$ cat config.mk
export PLATFORM = sky130hd
export DESIGN_NAME = comp_nibble_serial
export DESIGN_NICKNAME = d
export VERILOG_FILES = /design/src/rtl/comp_nibble_serial.sv
export SDC_FILE = /design/constraint.sdc
export NUM_CORES = 1
export LEC_CHECK = 0
export CORE_ASPECT_RATIO = 0.75
export CORE_MARGIN = 2
export CORE_UTILIZATION = 41
export CTS_CLUSTER_SIZE = 12
export DETAILED_ROUTE_END_ITERATION = 10
export GPL_TIMING_DRIVEN = 0
export HOLD_SLACK_MARGIN = 0.08
export PLACE_DENSITY = 0.73
export SLEW_MARGIN = 20
export SYNTH_ARGS = -nofsm -noshare
export SYNTH_HDL_FRONTEND = slang
export SYNTH_SLANG_ARGS = --single-unit
$ cat constraint.sdc
create_clock -name clk -period 3.2 [get_ports clk]
set_input_delay 0.64 -clock clk [delete_from_list [all_inputs] [get_ports clk]]
set_output_delay 0.64 -clock clk [all_outputs]
set_load 0.01 [all_outputs]
$ cat src/rtl/comp_nibble_serial.sv
// comp_nibble_serial
// Serial magnitude comparator. It compares two WIDTH-bit operands one nibble
// per clock, starting from the most significant nibble. It supports unsigned
// and two's-complement compares, and uses cascade inputs to break ties when
// the operands are equal.
//
// Ports
//   clk                         rising-edge clock
//   rst_n                       asynchronous active-low reset
//   start                       request a compare (sampled when not busy)
//   signed_mode                 1 = two's-complement, 0 = unsigned
//   a, b                        operands
//   cas_lt_in/cas_eq_in/cas_gt_in  cascade inputs, used only when a == b
//   busy                        compare in progress
//   done                        one-cycle pulse when the result is written
//   a_lt_b/a_eq_b/a_gt_b        registered result
module comp_nibble_serial #(
    parameter int WIDTH      = 16,
    parameter int EARLY_EXIT = 1
) (
    input  logic             clk,
    input  logic             rst_n,
    input  logic             start,
    input  logic             signed_mode,
    input  logic [WIDTH-1:0] a,
    input  logic [WIDTH-1:0] b,
    input  logic             cas_lt_in,
    input  logic             cas_eq_in,
    input  logic             cas_gt_in,
    output logic             busy,
    output logic             done,
    output logic             a_lt_b,
    output logic             a_eq_b,
    output logic             a_gt_b
);
    localparam int N  = WIDTH / 4;
    localparam int IW = (N > 1) ? $clog2(N) : 1;
    localparam logic [IW-1:0] TOP_IDX  = IW'(N - 1);
    localparam logic [IW-1:0] ZERO_IDX = IW'(0);
    localparam logic [IW-1:0] ONE_IDX  = IW'(1);

    typedef enum logic [1:0] {
        IDLE = 2'd0,
        RUN  = 2'd1,
        DONE = 2'd2
    } state_t;

    state_t          state_r, state_nx;
    logic [WIDTH-1:0] a_r, b_r;
    logic            sgn_r, cas_lt_r, cas_eq_r, cas_gt_r;
    logic [IW-1:0]   idx_r;
    logic            decided_r, dec_gt_r;
    logic            busy_r, done_r, lt_r, eq_r, gt_r;

    logic [3:0]      raw_a_s, raw_b_s, nib_a_s, nib_b_s;
    logic            flip_s, nib_ne_s, nib_gt_s;
    logic            dec_s, dec_gt_s, last_s, accept_s;
    logic [2:0]      res_s;

    // Result encoding {lt, eq, gt}. A nibble decision wins. Otherwise the
    // cascade inputs decide: eq_in dominates, and then the lt/gt pair maps
    // straight through. Both lt and gt set gives all zero; neither set gives
    // lt=gt=1.
    function automatic logic [2:0] resolve(input logic dec, input logic gt,
                                           input logic clt, input logic ceq,
                                           input logic cgt);
        logic [2:0] r;
        if (dec) begin
            r = gt ? 3'b001 : 3'b100;
        end else if (ceq) begin
            r = 3'b010;
        end else begin
            case ({clt, cgt})
                2'b10:   r = 3'b100;
                2'b01:   r = 3'b001;
                2'b11:   r = 3'b000;
                default: r = 3'b101;
            endcase
        end
        return r;
    endfunction

    // Nibble compare, decision tracking and next-state logic.
    always_comb begin
        raw_a_s  = 4'(a_r >> {idx_r, 2'b00});
        raw_b_s  = 4'(b_r >> {idx_r, 2'b00});
        // Flipping the sign bit of the top nibble turns a two's-complement
        // order into an unsigned order.
        flip_s   = sgn_r && (idx_r == TOP_IDX);
        nib_a_s  = {raw_a_s[3] ^ flip_s, raw_a_s[2:0]};
        nib_b_s  = {raw_b_s[3] ^ flip_s, raw_b_s[2:0]};
        nib_ne_s = (nib_a_s != nib_b_s);
        nib_gt_s = (nib_a_s > nib_b_s);
        // The first unequal nibble is sticky. Later nibbles cannot overturn it.
        dec_s    = decided_r | nib_ne_s;
        dec_gt_s = decided_r ? dec_gt_r : nib_gt_s;
        last_s   = (idx_r == ZERO_IDX) || ((EARLY_EXIT != 0) && nib_ne_s);
        res_s    = resolve(dec_s, dec_gt_s, cas_lt_r, cas_eq_r, cas_gt_r);
        // DONE accepts a new start the same way IDLE does, so there is no
        // dead cycle between back-to-back compares.
        accept_s = start && (state_r != RUN);
        state_nx = state_r;
        case (state_r)
            IDLE, DONE: begin
                if (start) begin
                    state_nx = RUN;
                end else begin
                    state_nx = IDLE;
                end
            end
            RUN: begin
                if (last_s) begin
                    state_nx = DONE;
                end else begin
                    state_nx = RUN;
                end
            end
            default: state_nx = IDLE;
        endcase
    end

    // State register.
    always_ff @(posedge clk or negedge rst_n) begin
        if (!rst_n) begin
            state_r <= IDLE;
        end else begin
            state_r <= state_nx;
        end
    end

    // Operand latch, nibble walk, and registered status and result outputs.
    always_ff @(posedge clk or negedge rst_n) begin
        if (!rst_n) begin
            a_r       <= {WIDTH{1'b0}};
            b_r       <= {WIDTH{1'b0}};
            sgn_r     <= 1'b0;
            cas_lt_r  <= 1'b0;
            cas_eq_r  <= 1'b0;
            cas_gt_r  <= 1'b0;
            idx_r     <= ZERO_IDX;
            decided_r <= 1'b0;
            dec_gt_r  <= 1'b0;
            busy_r    <= 1'b0;
            done_r    <= 1'b0;
            lt_r      <= 1'b0;
            eq_r      <= 1'b0;
            gt_r      <= 1'b0;
        end else begin
            busy_r <= (state_nx == RUN);
            done_r <= (state_r == RUN) && last_s;
            if (accept_s) begin
                a_r       <= a;
                b_r       <= b;
                sgn_r     <= signed_mode;
                cas_lt_r  <= cas_lt_in;
                cas_eq_r  <= cas_eq_in;
                cas_gt_r  <= cas_gt_in;
                idx_r     <= TOP_IDX;
                decided_r <= 1'b0;
                dec_gt_r  <= 1'b0;
            end else if (state_r == RUN) begin
                idx_r     <= idx_r - ONE_IDX;
                decided_r <= dec_s;
                dec_gt_r  <= dec_gt_s;
                if (last_s) begin
                    {lt_r, eq_r, gt_r} <= res_s;
                end
            end
        end
    end

    assign busy   = busy_r;
    assign done   = done_r;
    assign a_lt_b = lt_r;
    assign a_eq_b = eq_r;
    assign a_gt_b = gt_r;
endmodule

Word level (Yosys, flattened, before mapping)
Cells that the tools add are included.

storage, ports and cells
  bits of input ports = 39
  flip-flop bits (word level) = 47
  word-level logic and storage cells = 55

cells by class
  add/subtract/negate cells = 1
  multiplexer cells = 14
  shifts and indexed selects = 2
  bitwise operators = 4
  eq/ne operators = 9
  $lt $le $gt $ge = 1
  reduce and logical (&&, ||, !) cells = 9

operators by type and width
  cell                   count
  $shr A16 B4 Y4         2
  $mux W3                3
  $pmux W3 S3            1
  $eq A2 B2 Y1 const B   4
  $eq A2 B1 Y1 const B   3
  $mux W1                6
  $mux W2                3
  $gt A4 B4 Y1           1
  $logic_not A2 Y1       2
  $ne A4 B4 Y1           1
  $pmux W2 S2            1
  $logic_and A1 B1 Y1    3
  $reduce_and A3 Y1      1
  $ne A2 B1 Y1 const B   1
  $reduce_bool A2 Y1     1
  $reduce_or A2 Y1       1
  $sub A2 B1 Y2 const B  1
  $xor A1 B1 Y1          2
  $logic_or A1 B1 Y1     1
  $not A1 Y1             1
  $or A1 B1 Y1           1

Logic depth before layout (Yosys ltp)
Gate-level depths: netlist of the first run.

  word-level depth = 8
  gate-level depth with buffers = 9
  mapped depth without buffers = 9

Least setup slack after synthesis of the first run
Ideal clock, no wire load.

  path type = register to register
  start point = register idx_r[0]
  end point = register lt_r (netlist: a_lt_b)
  clock period less this slack = 2.276 ns
  cell stages (with the launch flop) = 9
  setup time = 0.121 ns
  slack = 0.924 ns
  path buffers = 1
  data arrival time = 2.155 ns
  path through = dfrtp_1 buf_6 mux4_2 xnor2_1 ha_1 nand4_1 o21ai_2 a221oi_1 a22o_1

between the ends
  word-level cells in the longest chain between the ends = 7
  elaborated cells between the ends (all ways) = 15

ends and longest elaborated chain
  what                                                                  line  text
  start: declaration                                                    51    logic [IW-1:0] idx_r;
  start signal: assignment                                              162   idx_r <= idx_r - ONE_IDX;
  parallel branches: the longest is 7 deep, another holds $gt A4 B4 Y1  n/a
  end signal: assignment                                                166   {lt_r, eq_r, gt_r} <= res_s;
  end: declaration                                                      53    logic busy_r, done_r, lt_r, eq_r, gt_r;

Several ways; the timed one is not identified.
A chain may end at the register's enable or synchronous reset.

Worst setup path in the final report of the first run
Same ends and word-level chain as after synthesis.

==> out/summary.txt, run 1 <==
run status - complete, no violations
starting density of the core - 0.425
post-synthesis cell type count - 32
area occupied by multi-input gates - 0.00101 mm^2
crit-path max FO - 10
Synth Instances - 144
final WL - 4.34 mm
worst min-delay path class - in -> async
post-CTS setup buffer count - 0
Vias - 1,353
Tot GR Track Use - 0.157
Seq pwr share - 0.365
Tcrit/Tclk final - 0.818
startpoint types - register
Tmin final - 2620 ps
Area Growth Syn to Fin - 28.8%
CP required - 3380 ps
cell-internal power - 1.74 mW
post-cts hold buffer count - 0
global-route wire length before repair - 7.24 mm
Comb pwr share - 0.465
chip height - 68.4 um
CP cell instances - buf_6 -> mux4_2 -> xnor2_1 -> ha_1 -> nand4_1 -> o21ai_2 -> a221oi_1 -> a22o_1
Pleak - 1.35 nW
CTS clk-pin slew, worst paths - 80 ps
ANT cells - 0
Yosys reg bits - 46
post-synthesis sequential area ratio - 0.508
Clk Latency, worst-skew pair - 300 ps
number of fill cells - 447
Mapped Area - 0.00226 mm^2
CP endpoint kind - register
Mapped Nets - 189
path type of the worst setup path - reg -> reg
io pins - 44
syn avg cell area - 15.7 um^2
Peak supply drop - 0.000277 V
DRC violations left - 0
die area - 0.00614 mm^2
gp weighted congestion - 0.725
clk sink count - 46
CTS buffer count - 5
Rel. slew slack - 0.761
switching pwr - 817 uW
total grt overflow - 0
nets - 240
synth warn - 0
final setup violating endpoints - 0
via-per-instance ratio - 5.01
fraction of layout cells with a size suffix above 1 - 0.282
Final HPWL DP - 3.21 mm
Root Buffer - clkbuf_8
Resized Gates After CTS - 0
Core ar. - 0.00532 mm^2
Max-cap violations - 0
die width - 89.8 um
Peak Freq - 0.382 GHz
TNS Setup - 0 ps
Power Dens Cells - 877 mW/mm^2
most frequent cells in the layout - 46 x dfrtp_1, 42 x clkdlybuf4s50_1, 30 x mux2_4
Antenna Nets Post-Route - 0
area taken by flip-flops and latches - 0.00115 mm^2
Clk pwr share - 0.170
RSZ-0062 raised after global routing - false
initial antenna violation count - 0
Setup Skew - 12.4 ps
IO buf count - 43
final count of hold timing violations - 0
drt first pass iters - 4
vias in the first global route - 1,423
pin count of the biggest net entering global routing - 33
Max stage delay on crit path - 520 ps
actual slew at the worst max-slew pin - 358 ps
H-tree levels - 2
drt wl/cell - 16.1 um
clock buffer depth - 2
row cnt - 23
CTS tree - yes
Critical-path top delay cell - mux4_2
total power - 2.56 mW
max-slew violations - 0
CP arrival - 2800 ps
switch share - 0.319
most common cell after layout, fill and taps aside - dfrtp_1
Iteration-0 DRC Markers - 57
-- worst max-delay path, delay by kind of cell, from the launching register on --
family	cells	cell delay [ps]
simple gates	1	290
fa+ha+maj	1	340
buf+inv	1	190
mux	1	520
compound gates	3	620
xor+xnor	1	140
flops	1	400
-- power by group through the flow --
stage               logic, mW  registers (mW)  clock network [mW]
floorplan               0.877           0.913                   0
global placement         1.14           0.936                   0
detailed placement       1.19           0.943                   0
CTS                      1.20           0.935               0.443
global route             1.29           0.966               0.473
finish                   1.19           0.934               0.436
-- worst paths after layout --
| kind | slack, ps | to | depth (start not counted) | start |
|---|---|---|---|---|
| worst min register to register | 480 | a_eq_b | 2 | a_eq_b |
| min in group clk | 480 | a_eq_b | 2 | a_eq_b |
| max in group asynchronous | 2480 | cas_eq_r | 2 | rst_n |
| worst max register to register | 580 | a_lt_b | 8 | idx_r[0] |
| worst max-delay path | 580 | a_lt_b | 8 | idx_r[0] |
| worst min-delay path | 240 | a_r[3] | 1 | rst_n |
-- state kept, by name (all words and copies together), names as in the netlist --
signal / count
cas_lt_r: 1
a_r: 16
a_gt_b: 1
cas_eq_r: 1
idx_r: 2
state_r: 1
dec_gt_r: 1
cas_gt_r: 1
busy: 1
a_lt_b: 1
sgn_r: 1
done: 1
a_eq_b: 1
b_r: 16
decided_r: 1
-- layout make-up --
cell class | count | area share
sequential | 46 | 0.395
multi-input combinational | 84 | 0.348
timing repair buffer | 44 | 0.153
tap | 75 | 0.0322
clock buffer | 6 | 0.0283
buffer | 6 | 0.0236
clock inverter | 1 | 0.0103
inverter | 8 | 0.0103
-- synthesized netlist by cell type --
| cell | n | area, um^2 |
|---|---|---|
| or2_2 | 1 | 6.26 |
| nand2_4 | 1 | 11.3 |
| nand4_1 | 1 | 6.26 |
| and2b_1 | 1 | 7.51 |
| a211o_1 | 1 | 8.76 |
| nor2b_1 | 1 | 6.26 |
| mux2_4 | 30 | 450 |
| o211ai_1 | 1 | 7.51 |
| mux4_2 | 1 | 22.5 |
| a221oi_1 | 2 | 17.5 |
| buf_2 | 1 | 5.00 |
| mux2_2 | 6 | 67.6 |
| xnor2_1 | 1 | 8.76 |
| buf_6 | 1 | 11.3 |
| nor3_1 | 1 | 5.00 |
| o21ai_0 | 3 | 15.0 |
| mux4_1 | 7 | 184 |
| ha_1 | 6 | 75.1 |
| buf_8 | 3 | 45.0 |
| buf_4 | 1 | 7.51 |
| a21oi_1 | 5 | 25.0 |
| o21ai_2 | 1 | 8.76 |
| a22o_1 | 1 | 8.76 |
| inv_1 | 8 | 30.0 |
| nand3_1 | 1 | 5.00 |
| nor2_1 | 3 | 11.3 |
| xor2_1 | 1 | 8.76 |
| dfrtp_1 | 46 | 1150 |
| o32ai_1 | 2 | 17.5 |
| nand2b_1 | 1 | 6.26 |
| o2bb2ai_1 | 1 | 8.76 |
| nand2_1 | 4 | 15.0 |
-- stage by stage --
step	setup WS, ps	hold WS [ps]	instance area, um^2	util	cells
after CTS	567	251	2920	0.548	270
after detailed placement	577	466	2800	0.527	263
after global placement	247	454	2790	0.524	262
after global routing	419	256	2920	0.548	270
final	582	242	2920	0.548	270
after floorplan	924	344	2260	-	144
-- per-layer routing --
metal,global-route usage,share of wire,up-vias
li1,-,-,632
met3,0.0463,0.054,5
met2,0.255,0.46,36
met1,0.208,0.47,680
met4,0.0519,0.0097,0
met5,0,0,-
-- logic make-up after synthesis --
kind of cell             count (synthesis)  share of synthesized area
buffers and inverters                   14                     0.0436
AND/OR/NAND/NOR                         15                     0.0354
adder cells (fa/ha/maj)                  6                     0.0331
AO/OA/AOI/OAI                           17                     0.0519
XOR/XNOR                                 2                    0.00774
multiplexers                            44                      0.320
flip-flops                              46                      0.508
(Power assumes the default switching activity.)
==> run 2: changes to the inputs <==
Clock period 3.2 ns to 2.7 ns, I/O delays scaled along.
==> run 2 against run 1 <==
  * Design area rose by 1.5%
  * Hold slack got worse by 99 ps
  * Power increased by 21%
  * Highest routed layer unchanged
  * Clock-buffer cell count unchanged
  * Clock skew shrank 0.93 ps
  * Largest power group unchanged
  * Core utilization grew 0.85 points
  * Critical endpoint unchanged
  * Critical path depth stayed put
  * Sequential share of layout area shrank 0.60 points
  * Register-to-register slack got worse by 430 ps
==> out/summary.txt, run 2 (same netlist as run 1, synthesis figures left out) <==
row cnt - 23 (unchanged)
fraction of layout cells with a size suffix above 1 - 0.303 (was 0.282)
crit-path max FO - 10 (unchanged)
actual slew at the worst max-slew pin - 357 ps (was 358 ps)
Resized Gates After CTS - 0 (unchanged)
total power - 3.10 mW (was 2.56 mW)
pin count of the biggest net entering global routing - 33 (unchanged)
global routing's busiest layer - met2 (unchanged)
Clk Latency, worst-skew pair - 300 ps (about the same)
Power Dens Cells - 1050 mW/mm^2 (was 877 mW/mm^2)
CTS buffer count - 5 (unchanged)
startpoint types - register (unchanged)
Tot GR Track Use - 0.157 (unchanged)
die area - 0.00614 mm^2 (unchanged)
largest registers - a_r x16, b_r x16, idx_r x2 (unchanged)
run status - complete, no violations (unchanged)
global-route wire length before repair - 7.24 mm (unchanged)
Pleak - 1.38 nW (was 1.35 nW)
placed cell count - 263 (unchanged)
post-route cell area - 0.00296 mm^2 (was 0.00292 mm^2)
Peak supply drop - 0.000328 V (was 0.000277 V)
Tmin final - 2550 ps (was 2620 ps)
Antenna Nets Post-Route - 0 (unchanged)
path type of the worst setup path - reg -> reg (unchanged)
final WL - 4.37 mm (was 4.34 mm)
via-per-instance ratio - 4.97 (was 5.01)
die width - 89.8 um (unchanged)
grt met2 use - 0.255 (unchanged)
ANT cells - 0 (unchanged)
Max-cap violations - 0 (unchanged)
most frequent cells in the layout - 46 x dfrtp_1, 42 x clkdlybuf4s50_1, 30 x mux2_4 (unchanged)
CP required - 2880 ps (was 3380 ps)
CTS clk-pin slew, worst paths - 80 ps (about the same)
total grt overflow - 0 (unchanged)
Core ar. - 0.00532 mm^2 (unchanged)
clk sink count - 46 (unchanged)
drt first pass iters - 4 (unchanged)
Vias - 1,372 (was 1,353)
Final HPWL DP - 3.21 mm (unchanged)
initial antenna violation count - 0 (unchanged)
gp weighted congestion - 0.725 (unchanged)
nets - 246 (was 240)
CP endpoint kind - register (unchanged)
met3 Use GR - 0.0463 (unchanged)
CTS tree - yes (unchanged)
worst min-delay path class - in -> async (unchanged)
drt wl/cell - 15.8 um (was 16.1 um)
IO buf count - 43 (unchanged)
Area after DPL - 0.00280 mm^2 (unchanged)
GRT met1 Usage - 0.208 (unchanged)
Iteration-0 DRC Markers - 61 (was 57)
clock buffer depth - 2 (unchanged)
Non-Filler Instances - 276 (was 270)
chip height - 68.4 um (unchanged)
DRC violations left - 0 (unchanged)
PnR worst setup slack - 148 ps (was 582 ps)
Setup Skew - 11.5 ps (was 12.4 ps)
Place WS - 77.2 ps (was 577 ps)
CP arrival - 2730 ps (was 2800 ps)
TNS Setup - 0 ps (unchanged)
final count of hold timing violations - 0 (unchanged)
most common cell after layout, fill and taps aside - dfrtp_1 (unchanged)
Area Growth Syn to Fin - 30.8% (was 28.8%)
io pins - 44 (unchanged)
Root Buffer - clkbuf_8 (unchanged)
Peak Freq - 0.392 GHz (was 0.382 GHz)
final setup violating endpoints - 0 (unchanged)
H-tree levels - 2 (unchanged)
Tcrit/Tclk final - 0.945 (was 0.818)
vias in the first global route - 1,423 (unchanged)
starting density of the core - 0.425 (unchanged)
Rel. slew slack - 0.762 (was 0.761)
max-slew violations - 0 (unchanged)
==> run 2: path summary, 6_finish.rpt <==
path | end | startpoint | cells after the start | slack [ps]
worst max-delay path | a_lt_b | idx_r[0] | 8 | 150
worst min-delay path | a_r[3] | rst_n | 1 | 140
worst max register to register | a_lt_b | idx_r[0] | 8 | 150
worst min register to register | a_eq_b | a_eq_b | 2 | 470
max in group asynchronous | cas_eq_r | rst_n | 2 | 2080
min in group clk | a_eq_b | a_eq_b | 2 | 470
==> run 2: worst max-delay path, stage by stage, from the launching register on <==
cell and delay, ps:
dfrtp_1 390, buf_6 180, mux4_2 520, xnor2_1 140, ha_1 340, nand4_1 250, o21ai_2 320, a221oi_1 90
a22o_1 210
==> run 2: per-stage QoR <==
step            util  hold WS [ps]
2_1_floorplan      -           244
3_3_place_gp   0.524           454
3_5_place_dp   0.527           466
4_1_cts        0.548           151
5_1_grt        0.556           156
6_report       0.556           143
==> run 2: repair_timing <==
action	4_1_cts	5_1_grt
setup endpoints to repair	0	3
setup buffers	0	6
endpoints found under the hold margin	0	0
hold buffers	0	0
==> run 2: final cells by class <==
cell class | instances | area, um^2
clock inverter | 1 | 30.0
tap | 75 | 93.8
inverter | 8 | 30.0
sequential | 46 | 1150
buffer | 6 | 68.8
fill | 443 | 2360
timing repair buffer | 50 | 490
clock buffer | 6 | 82.6
multi-input combinational | 84 | 1010
==> run 2: routing by layer <==
metal	part of all wire	routed length [um]
met1	0.47	2050
met2	0.46	2030
met3	0.056	245
met4	0.0096	42
met5	0	0
==> run 2: where the power goes <==
part | switching (mW) | internal, mW
Sequential | 0.154 | 0.952
Clock | 0.221 | 0.296
Combinational | 0.604 | 0.869
Total | 0.978 | 2.12
==> run 3: changes to the inputs <==
Settings changed: CAP_MARGIN set to 10, TNS_END_PERCENT set to 5.
==> results of run 3 <==
The final DEF is identical to that of run 2; final timing and power are the same.
==> RTL edit 1, RTL diff (settings of run 1) <==
`WIDTH`: 16 -> 32.
--- a/src/rtl/comp_nibble_serial.sv
+++ b/src/rtl/comp_nibble_serial.sv
@@ -15,7 +15,7 @@
 //   done                        one-cycle pulse when the result is written
 //   a_lt_b/a_eq_b/a_gt_b        registered result
 module comp_nibble_serial #(
-    parameter int WIDTH      = 16,
+    parameter int WIDTH      = 32,
     parameter int EARLY_EXIT = 1
 ) (
     input  logic             clk,
Interface: changed (resized a and b); port bits go from 44 to 76. No check against the original RTL was run, so the function may have changed too.
==> RTL edit 1 against run 1 <==
  * Setup slack got worse by 330 ps
  * Sequential power increased by 76%
  * Critical path depth increased by 2
  * Design area increased by 66%
  * Sequential cell count increased by 33
  * Synthesized area increased by 61%
  * Routed wire length increased by 75%
  * Die area increased by 57%
  * Power increased by 76%
  * First-iteration DRC count decreased by 1.8%
  * Final cell count increased by 61%
  * Critical endpoint unchanged
  * Largest cell class unchanged
==> RTL edit 1: results (changes against run 1) <==
| Metric | Value |
|---|---|
| Largest cells by area after synthesis | `sky130_fd_sc_hd__dfrtp_1 54%, sky130_fd_sc_hd__mux2_2 22%, sky130_fd_sc_hd__mux4_2 6.8%` |
| Net count of the mapped netlist | `314 (+66%)` |
| Clock-pin slew on the worst setup and hold paths | `60 ps (-20 ps)` |
| Post-cts sizing count | `0 (unchanged)` |
| YS warnings | `0 (unchanged)` |
| Setup Buffers After CTS | `0 (unchanged)` |
| Clock insertion delay at the later pin of the skew report | `330 ps (+30 ps)` |
| Asr flop ratio synth | `1.00 (unchanged)` |
| Start point of the critical path | `idx_r[1]` |
| Post-DR vias/cell | `5.26 (+5.1%)` |
| Skew final | `5.47 ps (-6.96 ps)` |
| Worst-case clock buffer depth | `2 (unchanged)` |
| Max H-tree Level | `3 (+1)` |
| Ratio of cells with drive above 1 in the final layout | `0.346 (+0.0635)` |
| Largest vdd supply drop | `0.360 mV (+30%)` |
| Standard cell with the maximum stage delay on the critical path | `sky130_fd_sc_hd__mux4_2` |
| Largest net degree at the start of global routing | `49 (+48%)` |
| Transition time of the tightest slew-check pin | `505 ps (+146 ps)` |
| Post-synthesis sequential area ratio | `0.543 (+0.0343)` |
| Total via count in the routed design | `2,290 (+69%)` |
| Cell count after synthesis | `236 (+64%)` |
| Global-route wire length before repair | `12,200 microns (+69%)` |
| Overall track demand over capacity in global routing | `0.169 (+0.0120)` |
| Largest driver fanout on the critical path | `10 (unchanged)` |
| Ys flop type | `sky130_fd_sc_hd__dfrtp_1` |
| Via count of the first global-routing pass | `2,395 (+68%)` |
| Stage delay of the slowest cell on the critical path | `400 ps (-120 ps)` |
| HPWL Detailed | `5510 microns (+72%)` |
| Pins Over Slew Limit | `0 (unchanged)` |
| Signal arrival time at the worst endpoint | `3160 ps (+360 ps)` |
| Count of different cell masters after synthesis | `30 (-6.3%)` |
| Routability cong. | `0.802 (+11%)` |
| Placed cell count | `420 (+60%)` |
| Quantity of I/O buffers inserted on ports | `75 (+74%)` |
| Clock buffer count from CTS | `9 (+4)` |
| Class of the tightest hold or removal check | `in2async` |
| Synth cell count leaders | `79 x sky130_fd_sc_hd__dfrtp_1, 72 x sky130_fd_sc_hd__mux2_2, 11 x sky130_fd_sc_hd__mux4_2` |
| Cell at the root of the clock tree | `sky130_fd_sc_hd__clkbuf_16` |
| Result of the run | `finished, final reports clean` |
| First-pass detailed-route iteration total | `4 (unchanged)` |
| Initial DRC count | `56 (-1.8%)` |
| Number of antenna violations at the first check in global routing | `0 (unchanged)` |
| Antenna Diode Count | `0 (unchanged)` |
| Standby leakage power | `2.04 nW (+51%)` |
| Largest regs | `a_r x32, b_r x32, idx_r x3` |
| Layout net count | `401 (+67%)` |
| Wire length per cell after detailed routing | `17.5 microns (+8.5%)` |
==> RTL edit 1: cells by family (layout without fill, tap and decap cells) <==
kind of cell	Yosys count	count (layout)	synth area share
flip-flops	79	79	0.543
AO/OA/AOI/OAI	20	20	0.0357
buffers and inverters	17	108	0.0302
multiplexers	91	91	0.335
adder cells (fa/ha/maj)	7	7	0.0240
XOR/XNOR	2	2	0.00481
AND/OR/NAND/NOR	20	20	0.0278
==> RTL edit 1: routing by layer <==
metal | GRT usage | wire length (microns) | vias up
met2 | 0.260 | 3450 | 69
met1 | 0.234 | 3640 | 1163
met5 | 0 | 0 | -
met4 | 0.0565 | 97 | 0
li1 | - | - | 1049
met3 | 0.0495 | 404 | 9
==> RTL edit 1: report_power, final <==
group          switching (mW)  internal (mW)  leakage (nW)
sequential              0.218           1.42         0.924
clock                   0.383          0.584         0.134
combinational           0.819           1.08         0.982
==> RTL edit 1: final timing paths <==
| path | end | slack (ps) | cells after the start |
|---|---|---|---|
| worst max-delay path | a_lt_b | 250 | 10 |
| worst min-delay path | a_eq_b | 250 | 1 |
| worst max register to register | a_lt_b | 250 | 10 |
| worst min register to register | a_eq_b | 480 | 2 |
| max in group asynchronous | a_r[20] | 2370 | 2 |
| min in group clk | a_eq_b | 480 | 2 |
==> RTL edit 1: worst max-delay path: cells and delay by family (launching register included) <==
family | cells | cell delay [ps]
buffers and inverters | 2 | 590
AOI/OAI and AO/OA | 4 | 760
adders and majority gates | 1 | 370
DFF | 1 | 360
and+or+nand+nor | 2 | 360
muxes | 1 | 400
==> RTL edit 1: stage by stage <==
step / cell area [sq um] / power (mW) / setup slack (ps) / util
floorplan: 3640 / 2.99 / 752 / -
CTS: 4840 / 4.54 / 280 / 0.568
global route: 4840 / 4.81 / 80.2 / 0.568
finish: 4840 / 4.51 / 253 / 0.568
detailed placement: 4550 / 3.55 / 321 / 0.534
global placement: 4530 / 3.47 / -1290 / 0.531
==> RTL edit 1: layout make-up <==
| class | instances | area, sq um |
|---|---|---|
| inverters | 4 | 15.0 |
| fillers | 690 | 3690 |
| multi-input cells | 140 | 1560 |
| plain buffers | 13 | 95.1 |
| repair buffers | 76 | 776 |
| flip-flops and latches | 79 | 1980 |
| well taps | 108 | 135 |
| clock inverters | 2 | 15.0 |
| clock buffers | 13 | 270 |
==> RTL edit 2, RTL diff (config.mk and constraints of run 1) <==
Made on the original files. The output `busy` loses its register stage (`busy_r` becomes a continuous assignment).
--- a/src/rtl/comp_nibble_serial.sv
+++ b/src/rtl/comp_nibble_serial.sv
@@ -140,13 +140,11 @@
             idx_r     <= ZERO_IDX;
             decided_r <= 1'b0;
             dec_gt_r  <= 1'b0;
-            busy_r    <= 1'b0;
             done_r    <= 1'b0;
             lt_r      <= 1'b0;
             eq_r      <= 1'b0;
             gt_r      <= 1'b0;
         end else begin
-            busy_r <= (state_nx == RUN);
             done_r <= (state_r == RUN) && last_s;
             if (accept_s) begin
                 a_r       <= a;
@@ -169,6 +167,8 @@
         end
     end
 
+    assign busy_r = (state_nx == RUN);
+
     assign busy   = busy_r;
     assign done   = done_r;
     assign a_lt_b = lt_r;
Formal check against the unedited RTL: not equivalent (Yosys sat finds a counterexample within 4 cycles, from zero or initial values and one cycle with rst_n low).
==> RTL edit 2 against run 1 <==
  * Design area unchanged
  * Global-route usage shrank 0.25 points
  * Synthesized area shrank 1.1%
  * Power fell by 1.6%
  * Critical path depth decreased by 1
  * Maximum frequency shrank 16%
  * Sequential share of layout area shrank 0.86 points
  * Routed wire length fell by 0.28%
  * Non-clock buffer count grew 7
  * First-iteration DRC count grew 21%
  * Clock power fell by 20%
  * Setup slack worse by 510 ps
  * Sequential cell count fell by 1
  * Sequential power decreased by 2%
==> RTL edit 2: results (changes against run 1) <==
| Metric | Value |
|---|---|
| Asr flop ratio synth | `1.00 (unchanged)` |
| Signal arrival time at the worst endpoint | `2490 ps (-310 ps)` |
| Worst-case clock buffer depth | `2 (unchanged)` |
| Initial DRC count | `69 (+21%)` |
| HPWL Detailed | `3030 microns (-5.7%)` |
| Skew final | `2.58 ps (-9.84 ps)` |
| Largest regs | `a_r x16, b_r x16, idx_r x2` |
| Wire length per cell after detailed routing | `15.7 microns (-2.4%)` |
| R2R cell count | `9 (+1)` |
| Standby leakage power | `1.36 nW (+0.29%)` |
| Synth cell count leaders | `45 x sky130_fd_sc_hd__dfrtp_1, 30 x sky130_fd_sc_hd__mux2_4, 8 x sky130_fd_sc_hd__inv_1` |
| First-pass detailed-route iteration total | `4 (unchanged)` |
| Placed inst area | `0.00278 sq mm (-0.89%)` |
| Transition time of the tightest slew-check pin | `407 ps (+48.8 ps)` |
| Post-DR vias/cell | `4.92 (-1.8%)` |
| Largest net degree at the start of global routing | `30 (-9.1%)` |
| Ratio of cells with drive above 1 in the final layout | `0.318 (+0.0364)` |
| Routed Wire Length | `4330 microns (-0.28%)` |
| Clock buffer count from CTS | `5 (unchanged)` |
| Global-route wire length before repair | `6850 microns (-5.3%)` |
| Largest driver fanout on the critical path | `6 (-4)` |
| Overall track demand over capacity in global routing | `0.155 (-0.00253)` |
| Net count of the mapped netlist | `188 (-0.53%)` |
| Cell count after synthesis | `143 (-0.69%)` |
| Via count of the first global-routing pass | `1,364 (-4.1%)` |
| Largest cells by area after synthesis | `sky130_fd_sc_hd__dfrtp_1 50%, sky130_fd_sc_hd__mux2_4 20%, sky130_fd_sc_hd__mux4_1 8.2%` |
| Post-synthesis sequential area ratio | `0.503 (-0.00549)` |
| Post-Place Worst Slack | `-250 ps (-827 ps)` |
| Largest vdd supply drop | `0.294 mV (+6.1%)` |
| Placed cell count | `262 (-0.38%)` |
| Layout net count | `246 (+2.5%)` |
| Result of the run | `finished, final reports clean` |
| Clock-pin slew on the worst setup and hold paths | `80 ps (about the same)` |
| Routability cong. | `0.710 (-2.1%)` |
-- RTL edit 2: cell count changes after synthesis, sizes merged --
| cell | run 1 | this run |
|---|---|---|
| dfrtp | 46 | 45 |
-- RTL edit 2: final timing paths --
| path | start | to | slack, ps |
|---|---|---|---|
| max | idx_r[0] | busy | 70 |
| min | rst_n | a_eq_b | 270 |
| max reg2reg | idx_r[0] | a_lt_b | 610 |
| min reg2reg | a_eq_b | a_eq_b | 480 |
| max in group asynchronous | rst_n | a_r[8] | 2450 |
| min in group clk | a_eq_b | a_eq_b | 480 |
-- RTL edit 2: report_power, final --
part	switching, mW	total, mW	internal, mW
Sequential	0.130	0.916	0.786
Combinational	0.519	1.25	0.732
Clock	0.178	0.350	0.171
-- RTL edit 2: cell type report --
class / count / area (sq um)
plain buffers: 6 / 68.8
clock buffers: 7 / 86.3
fillers: 436 / 2380
inverters: 8 / 30.0
multi-input cells: 84 / 1020
flip-flops and latches: 45 / 1130
well taps: 75 / 93.8
repair buffers: 51 / 493
-- RTL edit 2: cell families after synthesis --
group | after synthesis | synth area share
flops | 45 | 0.503
mux | 44 | 0.323
compound gates | 17 | 0.0525
simple gates | 15 | 0.0358
buf+inv | 14 | 0.0441
fa+ha+maj | 6 | 0.0335
xor+xnor | 2 | 0.00782
-- RTL edit 2: metal layers --
metal	wire, microns	GRT usage	part of all wire
met2	1900	0.230	0.44
met4	48	0.0504	0.011
met5	0	0	0
met1	2170	0.223	0.50
met3	212	0.0398	0.049
-- RTL edit 2: timing repair --
action | 4_1_cts | 5_1_grt
gates resized for setup | 3 | 3
buffers inserted | 6 | 1
setup endpoints to repair | 1 | 1
pin swaps | 2 | 3
-- RTL edit 2: stage by stage --
stage                     hold slack (ps)  TNS (ps)
after floorplan                       344         0
after global placement                468      -222
after detailed placement              467      -250
after CTS                             276         0
after global routing                  286     -7.91
final                                 267         0
-- RTL edit 2: worst max-delay path, stage by stage (launching register included) --
cell,delay (ps)
sky130_fd_sc_hd__dfrtp_1,390
sky130_fd_sc_hd__buf_6,150
sky130_fd_sc_hd__mux4_2,520
sky130_fd_sc_hd__xnor2_1,160
sky130_fd_sc_hd__ha_1,340
sky130_fd_sc_hd__nand4_1,200
sky130_fd_sc_hd__o32ai_2,280
sky130_fd_sc_hd__buf_2,170
